==> config.mk <==
export PLATFORM = sky130hd
export DESIGN_NAME = uart_mmio_ctrl
export DESIGN_NICKNAME = d
export VERILOG_FILES = /design/src/rtl/uart_mmio_ctrl_pkg.sv /design/src/rtl/fifo_buffer_16.sv /design/src/rtl/uart_mmio_ctrl.sv
export SDC_FILE = /design/constraint.sdc
export NUM_CORES = 1
export LEC_CHECK = 0
export BUFFER_PORTS_ARGS = -buffer_cell sky130_fd_sc_hd__buf_2
export CORE_MARGIN = 4
export CORE_UTILIZATION = 25
export DETAILED_ROUTE_END_ITERATION = 8
export PLACE_DENSITY = 0.42
export SLEW_MARGIN = 20
export SYNTH_ARGS = -nofsm -noshare
export SYNTH_HDL_FRONTEND = slang
export SYNTH_SLANG_ARGS = --single-unit
==> constraint.sdc <==
create_clock -name clk -period 6.5 [get_ports clk]
set_input_delay 0.325 -clock clk [delete_from_list [all_inputs] [get_ports clk]]
set_output_delay 0.325 -clock clk [all_outputs]
set_load 0.01 [all_outputs]
==> src/rtl/uart_mmio_ctrl_pkg.sv <==
// uart_mmio_ctrl_pkg: register map, bit positions and TX FSM encoding shared by the UART MMIO controller.
package uart_mmio_ctrl_pkg;
    localparam logic [1:0] REG_DATA   = 2'd0;
    localparam logic [1:0] REG_STATUS = 2'd1;
    localparam logic [1:0] REG_BAUD   = 2'd2;
    localparam logic [1:0] REG_CTRL   = 2'd3;
    localparam int ST_RX_READY  = 0;
    localparam int ST_TX_BUSY   = 1;
    localparam int ST_TXF_EMPTY = 2;
    localparam int ST_TXF_FULL  = 3;
    localparam int ST_TX_DROP   = 4;
    localparam int CTRL_TX_EN  = 0;
    localparam int CTRL_RX_IE  = 1;
    localparam int CTRL_TXE_IE = 2;
    localparam logic [15:0] DEFAULT_CLK_PER_BIT = 16'd868;
    typedef enum logic [1:0] {IDLE, LAUNCH, LAUNCH_WAIT, SENDING} tx_state_t;
    function automatic logic [15:0] clamp_baud(input logic [15:0] v, input logic [15:0] lo);
        return (v < lo) ? lo : v;
    endfunction
endpackage

==> src/rtl/fifo_buffer_16.sv <==
// fifo_buffer_16: 16x8 storage with head-of-queue output; occupancy is tracked by the owner.
module fifo_buffer_16 (
    input  logic       clk,
    input  logic       reset,
    input  logic       push,
    input  logic       pop,
    input  logic [7:0] din,
    output logic [7:0] dout
);
    logic [7:0] mem [16];
    logic [3:0] wr_ptr, rd_ptr;
    always_ff @(posedge clk) begin
        if (push) mem[wr_ptr] <= din;
    end
    always_ff @(posedge clk) begin
        if (reset) begin
            wr_ptr <= '0;
            rd_ptr <= '0;
        end else begin
            wr_ptr <= wr_ptr + 4'(push);
            rd_ptr <= rd_ptr + 4'(pop);
        end
    end
    assign dout = mem[rd_ptr];
endmodule

==> src/rtl/uart_mmio_ctrl.sv <==
// uart_mmio_ctrl: CPU bus registers for the UART; buffers TX bytes, pops RX bytes, owns baud and irq.
module uart_mmio_ctrl
    import uart_mmio_ctrl_pkg::*;
#(
    parameter logic [15:0] MIN_CLK_PER_BIT = 16'd4,
    parameter int          BUSY_TIMEOUT    = 3
) (
    input  logic        clk,
    input  logic        reset,
    input  logic        bus_sel,
    input  logic        bus_we,
    input  logic        bus_re,
    input  logic [3:0]  bus_addr,
    input  logic [31:0] bus_wdata,
    output logic [31:0] bus_rdata,
    output logic        irq,
    output logic        uart_tx_start,
    output logic [7:0]  uart_tx_data,
    input  logic        uart_tx_busy,
    output logic        uart_read_rx,
    input  logic [7:0]  uart_rx_data,
    input  logic        uart_rx_ready,
    output logic [15:0] uart_clk_per_bit
);
    tx_state_t   state, state_n;
    logic [1:0]  reg_sel;
    logic        wr, rd, push_req, txf_push, txf_pop, txf_empty, txf_full, tx_busy;
    logic [4:0]  txf_cnt;
    logic [7:0]  wait_cnt;
    logic [15:0] baud_shadow;
    logic        tx_en, rx_ie, txe_ie, tx_drop;
    logic [31:0] status;
    logic        unused_bits;

    assign reg_sel   = bus_addr[3:2];
    assign wr        = bus_sel & bus_we;
    assign rd        = bus_sel & bus_re;
    assign txf_empty = (txf_cnt == 5'd0);
    assign txf_full  = (txf_cnt == 5'd16);
    assign txf_pop   = (state == LAUNCH);
    assign push_req  = wr && reg_sel == REG_DATA;
    // A pop in the same cycle frees the slot, so a push into a full FIFO is still accepted then.
    assign txf_push  = push_req && (!txf_full || txf_pop);
    assign tx_busy   = (state != IDLE) || uart_tx_busy;
    assign status    = {27'b0, tx_drop, txf_full, txf_empty, tx_busy, uart_rx_ready};
    assign unused_bits = ^{bus_addr[1:0], bus_wdata[31:16]};

    fifo_buffer_16 u_txf (
        .clk   (clk),
        .reset (reset),
        .push  (txf_push),
        .pop   (txf_pop),
        .din   (bus_wdata[7:0]),
        .dout  (uart_tx_data)
    );

    always_comb begin
        state_n       = state;
        uart_tx_start = 1'b0;
        case (state)
            IDLE:        state_n = (tx_en && !txf_empty && !uart_tx_busy) ? LAUNCH : IDLE;
            LAUNCH: begin
                uart_tx_start = 1'b1;
                state_n       = LAUNCH_WAIT;
            end
            LAUNCH_WAIT: state_n = uart_tx_busy ? SENDING :
                                   (wait_cnt == 8'(BUSY_TIMEOUT - 1)) ? IDLE : LAUNCH_WAIT;
            SENDING:     state_n = uart_tx_busy ? SENDING : IDLE;
            default:     state_n = IDLE;
        endcase
    end

    always_comb begin
        bus_rdata    = !rd ? 32'b0 :
                       reg_sel == REG_DATA   ? {24'b0, uart_rx_data} :
                       reg_sel == REG_STATUS ? status :
                       reg_sel == REG_BAUD   ? {16'b0, baud_shadow} :
                                               {29'b0, txe_ie, rx_ie, tx_en};
        uart_read_rx = rd && reg_sel == REG_DATA && uart_rx_ready;
    end

    always_ff @(posedge clk) begin
        if (reset) begin
            state            <= IDLE;
            txf_cnt          <= '0;
            wait_cnt         <= '0;
            baud_shadow      <= DEFAULT_CLK_PER_BIT;
            uart_clk_per_bit <= DEFAULT_CLK_PER_BIT;
            tx_en            <= 1'b1;
            rx_ie            <= 1'b0;
            txe_ie           <= 1'b0;
            tx_drop          <= 1'b0;
            irq              <= 1'b0;
        end else begin
            state    <= state_n;
            txf_cnt  <= txf_cnt + 5'(txf_push) - 5'(txf_pop);
            wait_cnt <= (state == LAUNCH_WAIT) ? wait_cnt + 8'd1 : 8'd0;
            if (push_req && !txf_push)
                tx_drop <= 1'b1;
            else if (wr && reg_sel == REG_STATUS && bus_wdata[ST_TX_DROP])
                tx_drop <= 1'b0;
            if (wr && reg_sel == REG_BAUD)
                baud_shadow <= clamp_baud(bus_wdata[15:0], MIN_CLK_PER_BIT);
            // Divisor only changes between frames so an in-flight byte keeps its timing.
            if (state == IDLE && !uart_tx_busy)
                uart_clk_per_bit <= baud_shadow;
            if (wr && reg_sel == REG_CTRL) begin
                tx_en  <= bus_wdata[CTRL_TX_EN];
                rx_ie  <= bus_wdata[CTRL_RX_IE];
                txe_ie <= bus_wdata[CTRL_TXE_IE];
            end
            irq <= (rx_ie & uart_rx_ready) | (txe_ie & txf_empty & (state == IDLE));
        end
    end
endmodule
Yosys cells after proc, flatten, opt, wreduce, memory -nomap -nowiden

Memories as Yosys holds them, arrays and structs flattened. A register that Yosys moved wholly into a read port is not among the register bits.
Cells that the tools add are included.

Memory bits (writable): 128
ROM bits: 0
Register bits after elaboration: 60
Logic and storage cells: 74
Memories kept: 1
Output and inout port bits: 59
Latch bits: 0

Memories:

| name      | depth | bits a word | read ports | clocked after Yosys merged registers in | write ports | line                 | text |
|---|---|---|---|---|---|---|---|
| u_txf.mem | 16    | 8           | 1          | 1                                       | 1           | fifo_buffer_16.sv:10 | `logic [7:0] mem [16];` |

Shifts and indexed selects: 0
Reduce and logical (&&, ||, !) cells: 24
$add $sub $neg: 5
Div/mod/pow operators: 0
Mux-type cells: 16
Multiply operators: 0
Eq/ne operators: 8
Bitwise operators: 7
$lt $le $gt $ge: 1

Operator list:

| cell                | number |
|---|---|
| $mux 16             | 5 |
| $lt 16x3->1 const B | 1 |
| $logic_and 1x1->1   | 12 |
| $add 4x1->4         | 2 |
| $add 8x1->8 const B | 1 |
| $eq 2x2->1 const B  | 4 |
| $eq 8x2->1 const B  | 1 |
| $pmux 2 s4          | 1 |
| $mux 1              | 6 |
| $mux 2              | 3 |
| $add 5x1->5         | 1 |
| $and 1x1->1         | 5 |
| $eq 5x5->1 const B  | 1 |
| $logic_not 5->1     | 1 |
| $sub 5x1->5         | 1 |
| $eq 2x1->1 const B  | 2 |
| $logic_not 1->1     | 4 |
| $logic_not 2->1     | 2 |
| $mux 4              | 1 |
| $reduce_bool 2->1   | 2 |
| $logic_or 1x1->1    | 2 |
| $reduce_or 2->1     | 1 |
| $not 1->1           | 1 |
| $or 1x1->1          | 1 |

Depth between registers and ports, before layout

Word-level depth: 7
Gate-level depth with buffers: 10
Mapped depth without buffers: 10

By module

From an unflattened synthesis, not the netlist that was laid out.

Cell total of the unflattened synthesis: 553
Area, all modules: 7795.0 um^2

Modules (own cells, without submodules):

| module         | cells an instance | times used | area each (um^2) | sequential area each (um^2) |
|---|---|---|---|---|
| fifo_buffer_16 | 248               | 1          | 5286.3           | 4003.8 |
| uart_mmio_ctrl | 305               | 1          | 2508.7           | 1041.0 |

Least setup slack after synthesis

Ideal clock, no wire load.

Path type: reg-to-reg
Start: register txf_cnt[2]
End: memory u_txf.mem[2][0] (enable)
Slack: 4094 ps
Arrival: 2023 ps
Setup time: 383 ps
Data required time: 6117 ps
Cell stages (with the launch flop): 7
Clock period less this slack: 2406 ps
Buffers on the path: 0
Cells stage by stage: dfxtp_1 > inv_1 > ha_1 > and4bb_4 > a2111oi_4 > nand3b_1 > nor3_1

Cells in the longest elaborated chain, start to end: 6

Ends and longest elaborated chain:

| element                      | line                 | text |
|---|---|---|
| start, declared              | uart_mmio_ctrl.sv:28 | `logic [4:0] txf_cnt;` |
| start signal, assigned       | uart_mmio_ctrl.sv:96 | `txf_cnt <= txf_cnt + 5'(txf_push) - 5'(txf_pop);` |
| $eq 5x5->1                   | uart_mmio_ctrl.sv:39 | `assign txf_full = (txf_cnt == 5'd16);` |
| $logic_not 1->1              | uart_mmio_ctrl.sv:43 | `assign txf_push = push_req && (!txf_full \|\| txf_pop);` |
| $logic_or 1x1->1             | uart_mmio_ctrl.sv:43 |  |
| $logic_and 1x1->1            | uart_mmio_ctrl.sv:43 |  |
| $mux 1                       | fifo_buffer_16.sv:13 | `if (push) mem[wr_ptr] <= din;` |
| $mux 1 (implied by the code) | fifo_buffer_16.sv:13 |  |
| end, declared                | fifo_buffer_16.sv:10 |  |

No other way between the ends.

==> flow_summary.json <==
{
  "max_freq_mhz": 339,
  "core_mm2": 0.0305,
  "synth_cell_type_count": 44,
  "crit_fanout": 32,
  "gp_congestion": 0.746,
  "multi_input_area_mm2": 0.00248,
  "drv_cap": 0,
  "h-tree-depth": 4,
  "synthSimpleGateAreaFrac_pct": 11.8,
  "rows": 64,
  "syn_inst": 552,
  "fp.dieH_um": 184,
  "outcome": "complete, no violations",
  "synth_top_area_share_pct": 49.7,
  "synth-edff-count": 128,
  "overflow": 0,
  "synth.area.top_cells": "edfxtp_1 50%, dfxtp_1 16%, mux4_2 10%",
  "yosys.area.top_type": "edfxtp_1",
  "clkTransAtPathRegs_ps": 70,
  "slew_viol_final": 0,
  "leakage_uw": 0.00316,
  "synth_top_family_by_area": "simple AND/OR/NAND/NOR gates",
  "peakVddDrop_uv": 158,
  "port_buffers": 75,
  "wirelength_um": 18800,
  "cts.sinks": 188,
  "cts_buffers": 17,
  "clk_latency_ps": 440,
  "synth_mux_area_share_pct": 11.1,
  "crit_arrival_ps": 2630,
  "period_minus_slack_ps": 2950,
  "whs_path_depth": 3,
  "ant_nets": 0,
  "fin_area_mm2": 0.00907,
  "r2r_cells": 6,
  "final_util_pct": 29.7,
  "setup-violations-final": 0,
  "endpoint_kind": "output port",
  "vias": 4628,
  "antenna_found_initial": 0,
  "ys_async_sr_fraction_pct": 0,
  "die_w_um": 184,
  "min_period_over_period_pct": 45.4,
  "dp_hpwl_um": 12500,
  "place_area_mm2": 0.00849,
  "rsz0062_at_grt": "no",
  "grt_max_degree": 54,
  "n_fill_cell": 3098,
  "drive_above_1_share_pct": 24.2,
  "synthXorXnorAreaFrac_pct": 1.47,
  "synth_area_mm2": 0.00773,
  "synth_ff_type": "edfxtp_1",
  "grt_pass1_wl_um": 28600,
  "worstMarginPinSlew_ps": 919,
  "n_antenna_cell": 0,
  "syn_to_final_growth_pct": 17.4,
  "drcViolationCount": 0,
  "critPathKind": "reg -> out",
  "wire_per_inst_um": 18.1,
  "hold_viol": 0,
  "num-nets-final": 691,
  "hp-class": "in -> reg",
  "cts_setup_buffers": 0,
  "yosys_warnings": 0,
  "synth_fa_ha_area_share_pct": 2.20,
  "synth_compound_area_share_pct": 4.66,
  "die-area_mm2": 0.0338,
  "skew_ps": 16.1,
  "synth_area_per_cell_um2": 14.0,
  "tritoncts": "built",
  "ys_ff_latch": 188,
  "root_buffer": "clkbuf_16",
  "powerDensity_mw_per_mm2": 306,
  "cts_max_path_buffers": 2,
  "max_slew_margin_pct": 38.5,
  "initial_core_util_pct": 25.3,
  "grt_usage_pct": 11.2,
  "cts_resized": 0,
  "drtIter0Drc": 327,
  "fin_setup_tns_ps": 0,
  "grt_pass1_vias": 4878,
  "vias_per_cell": 4.47,
  "p_total_uw": 2770,
  "required_ps": 6170,
  "cp-start-kind": "register",
  "hold_buffers": 0,
  "io_pins": 110,
  "seq_area_frac_synth_pct": 65.3,
  "firstDrtPassIters": 5,
  "regArea_mm2": 0.00505
}
## final cells by class
| cell class | count | share of cell area [%] |
|---|---|---|
| Clock buffer | 17 | 4.69 |
| Clock inverter | 15 | 1.66 |
| Inverter | 9 | 0.372 |
| Multi-Input combinational cell | 328 | 27.4 |
| Sequential cell | 188 | 55.6 |
| Tap cell | 396 | 5.46 |
| Timing Repair Buffer | 83 | 4.80 |
## worst max-delay path, stage by stage (launching register included)
cell and delay (ps):
dfxtp_2 330, buf_4 550, mux4_2 620, a22oi_1 440, nand2_1 100, buf_2 150
## synth_stat cells (2+ instances only)
library cell and instances:
buf_4 16, nor3_1 7, clkbuf_1 15, buf_2 8, inv_1 9, buf_1 2
nand2_1 77, nor2_1 41, xor2_1 7, dfxtp_1 60, or3_1 2, nand3_1 7
a22oi_1 16, xnor2_1 6, nand4_1 3, nor4_1 4, and3_1 3, a31oi_1 2
mux2i_1 7, a21oi_1 28, o21ai_0 2, ha_1 12, and2_1 10, nand2b_1 4
nand3b_1 12, nor2b_1 12, nor4b_1 2, edfxtp_1 128, mux4_2 35
## routing by layer
metal / global-route usage, % / wire (um)
met1: 15.1 / 8300
met2: 18.4 / 9200
met3: 2.57 / 1020
met4: 2.99 / 253
met5: 0 / 0
## logic make-up (layout without fill, tap and decap cells)
kind of cell	Yosys count	count (layout)
AOI/OAI and AO/OA	55	55
muxes	42	42
other	1	16
adders and majority gates	13	13
xor gates and xnor gates	13	13
buffers and inverters	51	124
DFF	188	188
and+or+nand+nor	189	189
## registers in the layout, indices dropped and copies added, names as in the netlist, 2 cells and up
signal,flops
baud_shadow,16
state,2
txf_cnt,5
u_txf.mem,128
u_txf.rd_ptr,4
u_txf.wr_ptr,4
uart_clk_per_bit,16
wait_cnt,8
## worst paths after layout
kind | to | slack [ps] | from
worst max-delay path | uart_tx_data[2] | 3550 | u_txf.rd_ptr[0]
worst min-delay path | baud_shadow[9] | 130 | bus_wdata[9]
worst max register to register | u_txf.mem[7][0] | 3640 | txf_cnt[3]
worst min register to register | uart_clk_per_bit[11] | 460 | uart_clk_per_bit[11]
## through the flow
step	hold slack [ps]	worst slack (ps)	std cells
6_report	131	3550	1036
5_1_grt	121	3380	1036
3_3_place_gp	446	3720	1004
3_5_place_dp	450	3680	1004
4_1_cts	104	3500	1036
2_1_floorplan	424	4090	567
## power by group
group / leakage (uW) / switching [uW] / internal (uW)
logic: 0.00123 / 235 / 188
registers: 0.00164 / 26.4 / 1310
clock network: 0.000285 / 505 / 514
## layout by cell type (no fill, tap or decap), types with 6 or more instances in the layout
cell	synthesis	routed
inv_6	0	7
inv_1	9	9
conb_1	1	16
xor2_1	7	7
a21oi_1	28	28
xnor2_1	6	6
nand2_1	77	77
and2_1	10	10
edfxtp_1	128	128
clkbuf_16	0	17
buf_4	16	8
nand3b_1	12	12
nor2b_1	12	12
buf_2	8	75
a22oi_1	16	16
nor3_1	7	7
nand3_1	7	7
dfxtp_1	60	59
ha_1	12	12
nor2_1	41	41
mux4_2	35	35
mux2i_1	7	7
Power figures use the tool's default switching activity.
